===== src/rtl/montador_linha_if.sv =====
// Stream-in / line-out bundle for the line assembler.
// The slave side is the assembler; the master side is its environment (DMA feeder + core).
interface montador_linha_if #(
    parameter int unsigned WORD_W    = 32,
    parameter int unsigned LINE_W    = 512,
    parameter int unsigned NUM_LINES = 4
);
    localparam int unsigned ADDR_W = $clog2(NUM_LINES);

    logic [WORD_W-1:0] in_dado;
    logic              in_valido;
    logic              in_ultimo;
    logic              in_pronto;
    logic [LINE_W-1:0] linha_cache;
    logic [ADDR_W-1:0] endereco;
    logic              linha_valida;
    logic              linha_aceita;
    logic              janela_fim;
    logic              ocupado;

    modport slave (
        input  in_dado,
        input  in_valido,
        input  in_ultimo,
        output in_pronto,
        output linha_cache,
        output endereco,
        output linha_valida,
        input  linha_aceita,
        output janela_fim,
        output ocupado
    );

    modport master (
        output in_dado,
        output in_valido,
        output in_ultimo,
        input  in_pronto,
        input  linha_cache,
        input  endereco,
        input  linha_valida,
        output linha_aceita,
        input  janela_fim,
        input  ocupado
    );
endinterface


===== src/rtl/montador_linha.sv =====
// Assembles a narrow word stream into cache lines for the signature-matching core.
// One line buffer: collection and delivery never overlap. Lines are numbered within
// an analysis window; the end of each window is flagged with a one-cycle pulse.
module montador_linha #(
    parameter int unsigned WORD_W    = 32,
    parameter int unsigned LINE_W    = 512,
    parameter int unsigned NUM_LINES = 4
) (
    input logic             clk,
    input logic             reset,
    montador_linha_if.slave bus
);
    localparam int unsigned WORDS_PER_LINE = LINE_W / WORD_W;
    localparam int unsigned CNT_W          = $clog2(WORDS_PER_LINE);
    localparam int unsigned ADDR_W         = $clog2(NUM_LINES);

    localparam logic [CNT_W-1:0]  LastWord = CNT_W'(WORDS_PER_LINE - 1);
    localparam logic [ADDR_W-1:0] LastAddr = ADDR_W'(NUM_LINES - 1);

    typedef enum logic [0:0] {StColeta, StEntrega} estado_t;

    estado_t           estado_q, estado_d;
    logic [CNT_W-1:0]  cnt_q, cnt_d;
    logic [LINE_W-1:0] buf_q, buf_d;
    logic [ADDR_W-1:0] end_q, end_d;
    logic              ult_q, ult_d;   // pending line was closed by in_ultimo
    logic              fim_q, fim_d;

    // State register; reset discards any partial or undelivered line.
    always_ff @(posedge clk or negedge reset) begin
        if (!reset) begin
            estado_q <= StColeta;
            cnt_q    <= '0;
            buf_q    <= '0;
            end_q    <= '0;
            ult_q    <= 1'b0;
            fim_q    <= 1'b0;
        end else begin
            estado_q <= estado_d;
            cnt_q    <= cnt_d;
            buf_q    <= buf_d;
            end_q    <= end_d;
            ult_q    <= ult_d;
            fim_q    <= fim_d;
        end
    end

    // Next state: collect words in COLETA, hold the line in ENTREGA until accepted.
    always_comb begin
        estado_d = estado_q;
        cnt_d    = cnt_q;
        buf_d    = buf_q;
        end_d    = end_q;
        ult_d    = ult_q;
        fim_d    = 1'b0;
        unique case (estado_q)
            StColeta: begin
                // in_pronto is high throughout COLETA, so in_valido alone marks a transfer
                if (bus.in_valido) begin
                    buf_d[WORD_W*cnt_q +: WORD_W] = bus.in_dado;
                    cnt_d                         = cnt_q + CNT_W'(1);
                    if (bus.in_ultimo || cnt_q == LastWord) begin
                        estado_d = StEntrega;
                        ult_d    = bus.in_ultimo;
                    end
                end
            end
            StEntrega: begin
                if (bus.linha_aceita) begin
                    estado_d = StColeta;
                    cnt_d    = '0;
                    buf_d    = '0;
                    ult_d    = 1'b0;
                    fim_d    = ult_q || (end_q == LastAddr);
                    // A window closes on its last line or early on end of sample
                    end_d    = (ult_q || end_q == LastAddr) ? '0 : end_q + ADDR_W'(1);
                end
            end
            default: estado_d = StColeta;
        endcase
    end

    // in_pronto is gated by reset so it reads 0 while reset is held.
    assign bus.in_pronto    = reset && (estado_q == StColeta);
    assign bus.linha_valida = (estado_q == StEntrega);
    assign bus.linha_cache  = buf_q;
    assign bus.endereco     = end_q;
    assign bus.janela_fim   = fim_q;
    assign bus.ocupado      = (cnt_q != '0) || (estado_q == StEntrega);
endmodule


===== src/flat_wrapper.sv =====
// flat-port wrapper written by rule: the top's interface ports become plain ports
module montador_linha_flat 
#(
    parameter int unsigned WORD_W    = 32,
    parameter int unsigned LINE_W    = 512,
    parameter int unsigned NUM_LINES = 4
)
  (clk, reset, bus_in_dado, bus_in_valido, bus_in_ultimo, bus_in_pronto, bus_linha_cache, bus_endereco, bus_linha_valida, bus_linha_aceita, bus_janela_fim, bus_ocupado);
  montador_linha_if #(.WORD_W(WORD_W), .LINE_W(LINE_W), .NUM_LINES(NUM_LINES)) bus_i ();
  input logic clk;
  input logic reset;
  input wire logic [$bits(bus_i.in_dado)-1:0] bus_in_dado;
  input wire logic [$bits(bus_i.in_valido)-1:0] bus_in_valido;
  input wire logic [$bits(bus_i.in_ultimo)-1:0] bus_in_ultimo;
  output wire logic [$bits(bus_i.in_pronto)-1:0] bus_in_pronto;
  output wire logic [$bits(bus_i.linha_cache)-1:0] bus_linha_cache;
  output wire logic [$bits(bus_i.endereco)-1:0] bus_endereco;
  output wire logic [$bits(bus_i.linha_valida)-1:0] bus_linha_valida;
  input wire logic [$bits(bus_i.linha_aceita)-1:0] bus_linha_aceita;
  output wire logic [$bits(bus_i.janela_fim)-1:0] bus_janela_fim;
  output wire logic [$bits(bus_i.ocupado)-1:0] bus_ocupado;
  assign bus_i.in_dado = bus_in_dado;
  assign bus_i.in_valido = bus_in_valido;
  assign bus_i.in_ultimo = bus_in_ultimo;
  assign bus_in_pronto = bus_i.in_pronto;
  assign bus_linha_cache = bus_i.linha_cache;
  assign bus_endereco = bus_i.endereco;
  assign bus_linha_valida = bus_i.linha_valida;
  assign bus_i.linha_aceita = bus_linha_aceita;
  assign bus_janela_fim = bus_i.janela_fim;
  assign bus_ocupado = bus_i.ocupado;
  montador_linha #(.WORD_W(WORD_W), .LINE_W(LINE_W), .NUM_LINES(NUM_LINES)) u_core (.clk(clk), .reset(reset), .bus(bus_i));
endmodule

===== config.mk =====
export PLATFORM = sky130hd
export DESIGN_NAME = montador_linha_flat
export DESIGN_NICKNAME = d
export VERILOG_FILES = /design/src/rtl/montador_linha_if.sv /design/src/rtl/montador_linha.sv /design/src/flat_wrapper.sv
export SDC_FILE = /design/constraint.sdc
export NUM_CORES = 1
export LEC_CHECK = 0
export BUFFER_PORTS_ARGS = -buffer_cell sky130_fd_sc_hd__buf_2
export CAP_MARGIN = 40
export CORE_AREA = 2 2 214 216
export DETAILED_ROUTE_END_ITERATION = 12
export DIE_AREA = 0 0 216 218
export GPL_ROUTABILITY_DRIVEN = 0
export GPL_TIMING_DRIVEN = 0
export PLACE_DENSITY = 0.72
export SYNTH_ARGS = -nofsm -noshare
export SYNTH_HDL_FRONTEND = slang
export SYNTH_SLANG_ARGS = --single-unit

===== constraint.sdc =====
create_clock -name clk -period 3.4 [get_ports clk]
set_input_delay 0.51 -clock clk [delete_from_list [all_inputs] [get_ports clk]]
set_output_delay 0.51 -clock clk [all_outputs]
set_load 0.03 [all_outputs]

==> impl_results.md, run 1 <==
- Outcome: finished clean
- Fin cells: between 2,000 and 3,000
- Drt wl/cell: 25.61 um
- WS Path Type: primary input to output port
- Synthesized area: roughly 21,000 um2
- Top Usage Layer GRT: met2
- Tot GR Track Use: between 30 and 40%
- Final WS setup: between 0.3 and 0.4 ns
- GR met1 Demand/Resource: about 39%
- Syn nets: around 1,700
- Vias per cell: 5.642
- Antenna violations before repair: 2
- Die Y: about 220 um
- Post-Route WL: roughly 75,000 um
- Syn Area/Cell: about 12 um2
- Met3 usage: under 10%
- # setup viols final: 0
- RSZ-0062 raised after global routing: false
- Detail Route Antenna Nets: 0
- DR vias: approximately 17,000
- Synthesis warning total: 0
- Final core occ: approximately 59%
- Clock slew at reported path FFs: ~0.06 ns
- Hold Path Class: primary input to flip-flop
- I/O Buffers: 522
- Residual DRC: 0
- Netlist cell types: 38
- Setup_tns: 0 ns
- Fin. Hold Viols: 0
- Min Tclk post-route: between 3 and 4 ns
- Core Region: around 45,000 um2
- H-Tree Depth: 2
- Final period utilization: 89.87%
- Worst R2R Setup Slack: between 0.3 and 0.4 ns
- Sink Count: 521
- P&R area growth vs syn: 26.51%
- 1st-iter DRT viols: about 1,200
- Final max-slew violation count: 0
- Global-route wire length before repair: around 110,000 um
- Grt ovf: 0
- Clock root cell: clkbuf_16
- CTS resizes: 0
- 1st-pass router iterations: 5
- Share of the synthesized area in the top cell type: a little over three fifths
- FMAX: roughly 330 MHz
- Top-count cell post-synth: dfrtp_1
- Worst Clk Skew: between 0.02 and 0.025 ns
- CP Capture Type: output port
- Die Wd: between 200 and 250 um
- Initial Util: 46.42%
- Post-Place Setup Slack: between 0.2 and 0.3 ns
- Cells taking the most area after synthesis: dfrtp_1 (63%), mux2i_1 (15%), nand2_1 (7.0%), a32o_1 (4.7%), a22o_1 (2.7%)
- Clock latency on the worst-skew pair: roughly 0.60 ns
- Layout cell share with drive strength beyond 1: between 20% and 30%
- Placed cell count: between 2,000 and 3,000
- Vias in the first global route: about 17,000
- Worst Path Arrival: ~2.6 ns
- Slew @ Worst Pin: between 0.9 and 1 ns
- Static leakage: around 15 nW
- Crit path launch type: primary input
- Cells after Synth: approximately 1,700
- Cts bufs inserted: 53
- Main synth FF type: dfrtp_1
- Fin nets: about 2,300
- Total power: around 17 mW
- Met2 GRT Util: around 50%
- EDFF count, synth: 0
- Setup bufs post-CTS: 0
- Yosys top cell by area: dfrtp_1
- Ys async rst share: 100.0%
- Worst vdd ir: roughly 0.42 mV
- Clock buffer depth: 3
- # IOs: 555
- Post-synthesis sequential area ratio: 62.57%
- Clock tree from TritonCTS: built
- Most instantiated cells after synthesis: dfrtp_1 (521), nand2_1 (389), mux2i_1 (320)
- DPL Wire Length: about 55,000 um
- Std-Cell Rows: 78
- Slew margin rel.: 38.05%
- P per Cell Area: between 600 and 700 nW/um2
- Crit-path max FO: ~110
- Maxcap violations: 0
- Die footprint: ~47,000 um2
- Crit path required time: slightly below 3 ns
- Largest net degree at the start of global routing: 129
- Synth Register Bits: approximately 520
layer usage:
layer	wire (um)	vias up
li1	-	7071
met3	5956	197
met4	3932	0
met5	0	-
met1	29790	8525
met2	35440	755
through the flow:
stage          instance area [um2]  hold WS [ns]
2_1_floorplan                20840        0.2144
3_3_place_gp                 24200        0.4677
3_5_place_dp                 24480        0.4683
4_1_cts                      26330        0.1324
5_1_grt                      26360        0.1493
6_report                     26360        0.1532
cell families after synthesis:
| logic type | count (synthesis) | share of synthesized area (%) |
|---|---|---|
| XOR/XNOR | 2 | 0.08408 |
| adder cells (fa/ha/maj) | 4 | 0.2402 |
| AND/OR/NAND/NOR | 434 | 8.436 |
| buffers and inverters | 199 | 4.005 |
| flip-flops | 521 | 62.57 |
| multiplexers | 321 | 15.43 |
| AO/OA/AOI/OAI | 211 | 9.241 |
flip-flops by register name (all words and copies together), names as in the netlist:
| register | count |
|---|---|
| u_core.cnt_q | 4 |
| u_core.bus.linha_valida | 1 |
| u_core.bus.janela_fim | 1 |
| u_core.bus.linha_cache | 512 |
| u_core.ult_q | 1 |
| u_core.bus.endereco | 2 |
final cells by class:
cell class | instances | area (um2)
Fill cell | 3750 | 18530
Sequential cell | 521 | 13040
Multi-Input combinational cell | 972 | 6970
Timing Repair Buffer | 543 | 2945
Clock buffer | 71 | 1484
Tap cell | 600 | 750.7
Buffer | 164 | 703.2
Clock inverter | 25 | 334.1
Inverter | 35 | 131.4
Antenna cell | 2 | 5.005
cells in the final DEF (no fill, tap or decap), drive strengths merged, types with 2 or more instances in the layout:
cell type and n:
buf 604, dfrtp 521, nand2 389, mux2i 320, clkbuf 173, a32o 97
a22o 65, inv 39, o2bb2ai 31, a21oi 8, clkinv 8, nor2 7
bufinv 7, and3 6, clkinvlp 6, nand2b 5, nand4 5, nand3 5
ha 4, nor3 4, nor2b 3, a31oi 3, nor4 3, and2 3
diode 2, nand3b 2, o21ai 2
worst max-delay path: stages:
cell and delay, ns:
dlygate4sd3_1 0.56, buf_8 0.15, buf_16 0.39, buf_16 0.34
nor2b_1 0.25, buf_2 0.23
worst paths after layout:
path	start	end	depth (start not counted)
max	reset	bus_in_pronto	6
min	bus_in_ultimo	u_core.bus.linha_valida	3
max reg2reg	u_core.cnt_q[0]	u_core.bus.linha_cache[509]	7
min reg2reg	u_core.bus.linha_cache[352]	u_core.bus.linha_cache[352]	1
max in group asynchronous	reset	u_core.bus.linha_cache[442]	4
min in group asynchronous	reset	u_core.bus.linha_cache[3]	3
power breakdown:
group	switching, mW	internal [mW]	leakage, nW	total, mW
Sequential	0.316	6.68	7.26	7.00
Combinational	2.97	0.972	6.70	3.95
Clock	2.53	3.60	0.878	6.14
what timing repair did:
item / in CTS / in global routing
endpoints found under the hold margin: 60 / 0
setup endpoints to repair: 0 / 1
hold buffers: 2 / 0
Note: power is estimated with default switching activity, not from simulation.
==> inputs of run 2 (changes only) <==
--- a/config.mk
+++ b/config.mk
@@ -5,14 +5,16 @@
 export SDC_FILE = /design/constraint.sdc
 export NUM_CORES = 1
 export LEC_CHECK = 0
+export ABC_AREA = 1
 export BUFFER_PORTS_ARGS = -buffer_cell sky130_fd_sc_hd__buf_2
 export CAP_MARGIN = 40
-export CORE_AREA = 2 2 214 216
+export CORE_AREA = 2 2 217 219
 export DETAILED_ROUTE_END_ITERATION = 12
-export DIE_AREA = 0 0 216 218
+export DIE_AREA = 0 0 219 221
 export GPL_ROUTABILITY_DRIVEN = 0
 export GPL_TIMING_DRIVEN = 0
 export PLACE_DENSITY = 0.72
+export SLEW_MARGIN = 20
 export SYNTH_ARGS = -nofsm -noshare
 export SYNTH_HDL_FRONTEND = slang
 export SYNTH_SLANG_ARGS = --single-unit
==> impl_results.md, run 2 <==
- Outcome: finished clean
- Synth Area in Simple Gates: 26.02%
- Worst Clk Skew: around 0.032 ns
- Most instantiated cells after synthesis: nand2_1 (846), dfrtp_1 (521), nand3_1 (297)
- Cts bufs inserted: between 50 and 60
- Sink Count: 521
- Layout cell share with drive strength beyond 1: 24.49%
- Final max-slew violation count: 0
- 1st-pass router iterations: 6
- Fin nets: around 3,100
- WL met3: 8020 um
- Core Region: between 40,000 and 50,000 um2
- DR vias: roughly 21,000
- Post-synthesis mux area share: 0%
- Antenna violations before repair: 4
- Detail Route Antenna Nets: 0
- CP Capture Type: flip-flop
- Die Y: between 200 and 250 um
- Final core occ: around 60%
- Vias per cell: between 5 and 6
- Main synth FF type: dfrtp_1
- Clock tree from TritonCTS: built
- Syn nets: 2,462
- Worst Path Arrival: about 3.7 ns
- Hold Path Class: primary input to flip-flop
- Final period utilization: a little over nine tenths
- Netlist cell types: 26
- # setup viols final: 0
- Slew @ Worst Pin: 0.8645 ns
- Crit path launch type: flip-flop
- Switching part of the total: about 40%
- Maxcap violations: 0
- Worst vdd ir: around 0.43 mV
- Crit-path max FO: 10
- Placed cell count: about 3,600
- Std-Cell Rows: 79
- Static leakage: 15.11 nW
- Max reg flops: slightly above 500
- WS Path Type: flip-flop to flip-flop
- EDFF count, synth: 0
- Met2 WL post-DR: 37,990 um
- Grt ovf: 0
- Adder-cell share of the synthesized area: less than 1%
- Clock root cell: clkbuf_16
- Fin cells: 3,693
- I/O Buffers: ~550
- Residual DRC: 0
- Top-count cell post-synth: nand2_1
- FMAX: between 300 and 400 MHz
- Clock latency on the worst-skew pair: between 0.6 and 0.7 ns
- Die Wd: between 200 and 250 um
- Synthesized area: about 21,000 um2
- Initial Util: between 40% and 50%
- Die footprint: 48,400 um2
- Seq pwr share: 37.1%
- Clock slew at reported path FFs: 0.06 ns
- DPL Wire Length: 62,700 um
- Post-synthesis sequential area ratio: between 60% and 70%
- Largest family of logic cells by synthesized area: simple AND/OR/NAND/NOR gates
- Cells taking the most area after synthesis: dfrtp_1 (61%), nand2_1 (15%), nand3_1 (6.9%), o21ai_0 (5.6%), inv_1 (2.0%)
- Vias in the first global route: ~20,000
- Combinational power share: between 30 and 40%
- H-Tree Depth: 2
- Yosys top cell by area: dfrtp_1
- Cells after Synth: about 2,400
- Ys async rst share: between 90% and 100%
- P per Cell Area: approximately 700 nW/um2
- Most common cell after layout, fill and taps aside: nand2_1
- Fin. Hold Viols: 0
- # IOs: 555
- Min Tclk post-route: between 3 and 4 ns
- Clock buffer depth: 3
- Slew margin rel.: between 40% and 50%
- Clock power share: about 32%
- Synthesis warning total: 0
- Post-synthesis compound-gate area fraction: ~7%
- Sw power: 7.462 mW
- Crit path required time: 3.86 ns
- Most frequent cells in the layout: nand2_1 (846), buf_2 (613), dfrtp_1 (521), nand3_1 (297), o21ai_0 (241)
- Synth Area in XOR/XNOR: less than 1%
- RSZ-0062 raised after global routing: false
- Global-route wire length before repair: between 100,000 and 150,000 um
- Power Internal: about 11 mW
- Syn Area/Cell: 8.841 um2
- DRT met1 WL: 32,640 um
- Tot GR Track Use: between 30 and 40%
- Largest net degree at the start of global routing: 102
- Setup bufs post-CTS: 0
- P&R area growth vs syn: 25.90%
- Share of the synthesized area in the top cell type: 60.91%
- Drt wl/cell: around 23 um
- Highest routing layer actually used: met5
- Post-Route WL: between 80,000 and 90,000 um
- 1st-iter DRT viols: 2,024
- Synth Register Bits: 521
-- run 2: final cells by class --
type,count,area (um2)
inverter,121,454.2
antenna,3,7.507
buffer,170,732.0
multi-input combinational,1609,7183
clock buffer,82,1598
tap,607,759.5
fill,4137,19120
timing repair buffer,564,2985
sequential,521,13040
clock inverter,16,188.9
-- run 2: final timing paths --
path / slack [ns] / cells past startpoint / start / endpoint
worst max-delay path: 0.21 / 11 / u_core.cnt_q[2] / u_core.bus.linha_cache[163]
worst min-delay path: 0.11 / 2 / bus_linha_aceita / u_core.bus.linha_valida
worst max register to register: 0.21 / 11 / u_core.cnt_q[2] / u_core.bus.linha_cache[163]
worst min register to register: 0.46 / 2 / u_core.bus.linha_cache[150] / u_core.bus.linha_cache[150]
max in group asynchronous: 1.41 / 5 / reset / u_core.bus.linha_cache[449]
min in group asynchronous: 0.44 / 2 / reset / u_core.bus.linha_cache[164]
-- run 2: metrics by stage --
step	TNS, ns	power (mW)	setup WS (ns)	instance area (um2)	hold WS [ns]
after floorplan	0	10.62	1.213	21400	0.2144
after global placement	-4360.52	12.67	-8.418	24940	0.4525
after detailed placement	0	12.81	0.008095	25090	0.4532
after CTS	0	18.81	0.03645	26890	0.08534
after global routing	0	19.60	0.07584	26940	0.1038
final	0	18.86	0.2095	26950	0.1123
-- run 2: logic make-up after synthesis --
kind of cell,Yosys count
XOR/XNOR,1
AO/OA/AOI/OAI,299
adder cells (fa/ha/maj),4
buffers and inverters,291
flip-flops,521
AND/OR/NAND/NOR,1305
-- run 2: what timing repair did --
action	CTS	global route
resized for setup	0	1
endpoints found under the hold margin	52	0
hold buffers	1	0
endpoints found under the setup margin	0	8
-- run 2: power by group through the flow --
stage               combinational (mW)  clock, mW  sequential [mW]
floorplan                         2.66          0             7.96
global placement                  5.59          0             7.08
detailed placement                5.72          0             7.09
CTS                               5.74       6.08             6.99
global route                      6.24       6.33             7.04
finish                            5.82       6.04             7.00
-- run 2: layer usage --
metal | up-vias | track usage, %
met1 | 10160 | 44.63
met3 | 273 | 8.316
met5 | - | 0
met4 | 2 | 19.55
li1 | 9078 | -
met2 | 1226 | 52.54
-- run 2: critical path, cell delays in order, from the launching register on --
cell      delay (ns)
dfrtp_1         0.36
buf_4           0.16
nor3_1          0.22
ha_1            0.17
clkbuf_1        0.36
nand2_1         0.10
nor2_1          0.29
nand2_1         0.40
o21ai_2         0.42
buf_4           0.22
buf_2           0.22
o22ai_1         0.11
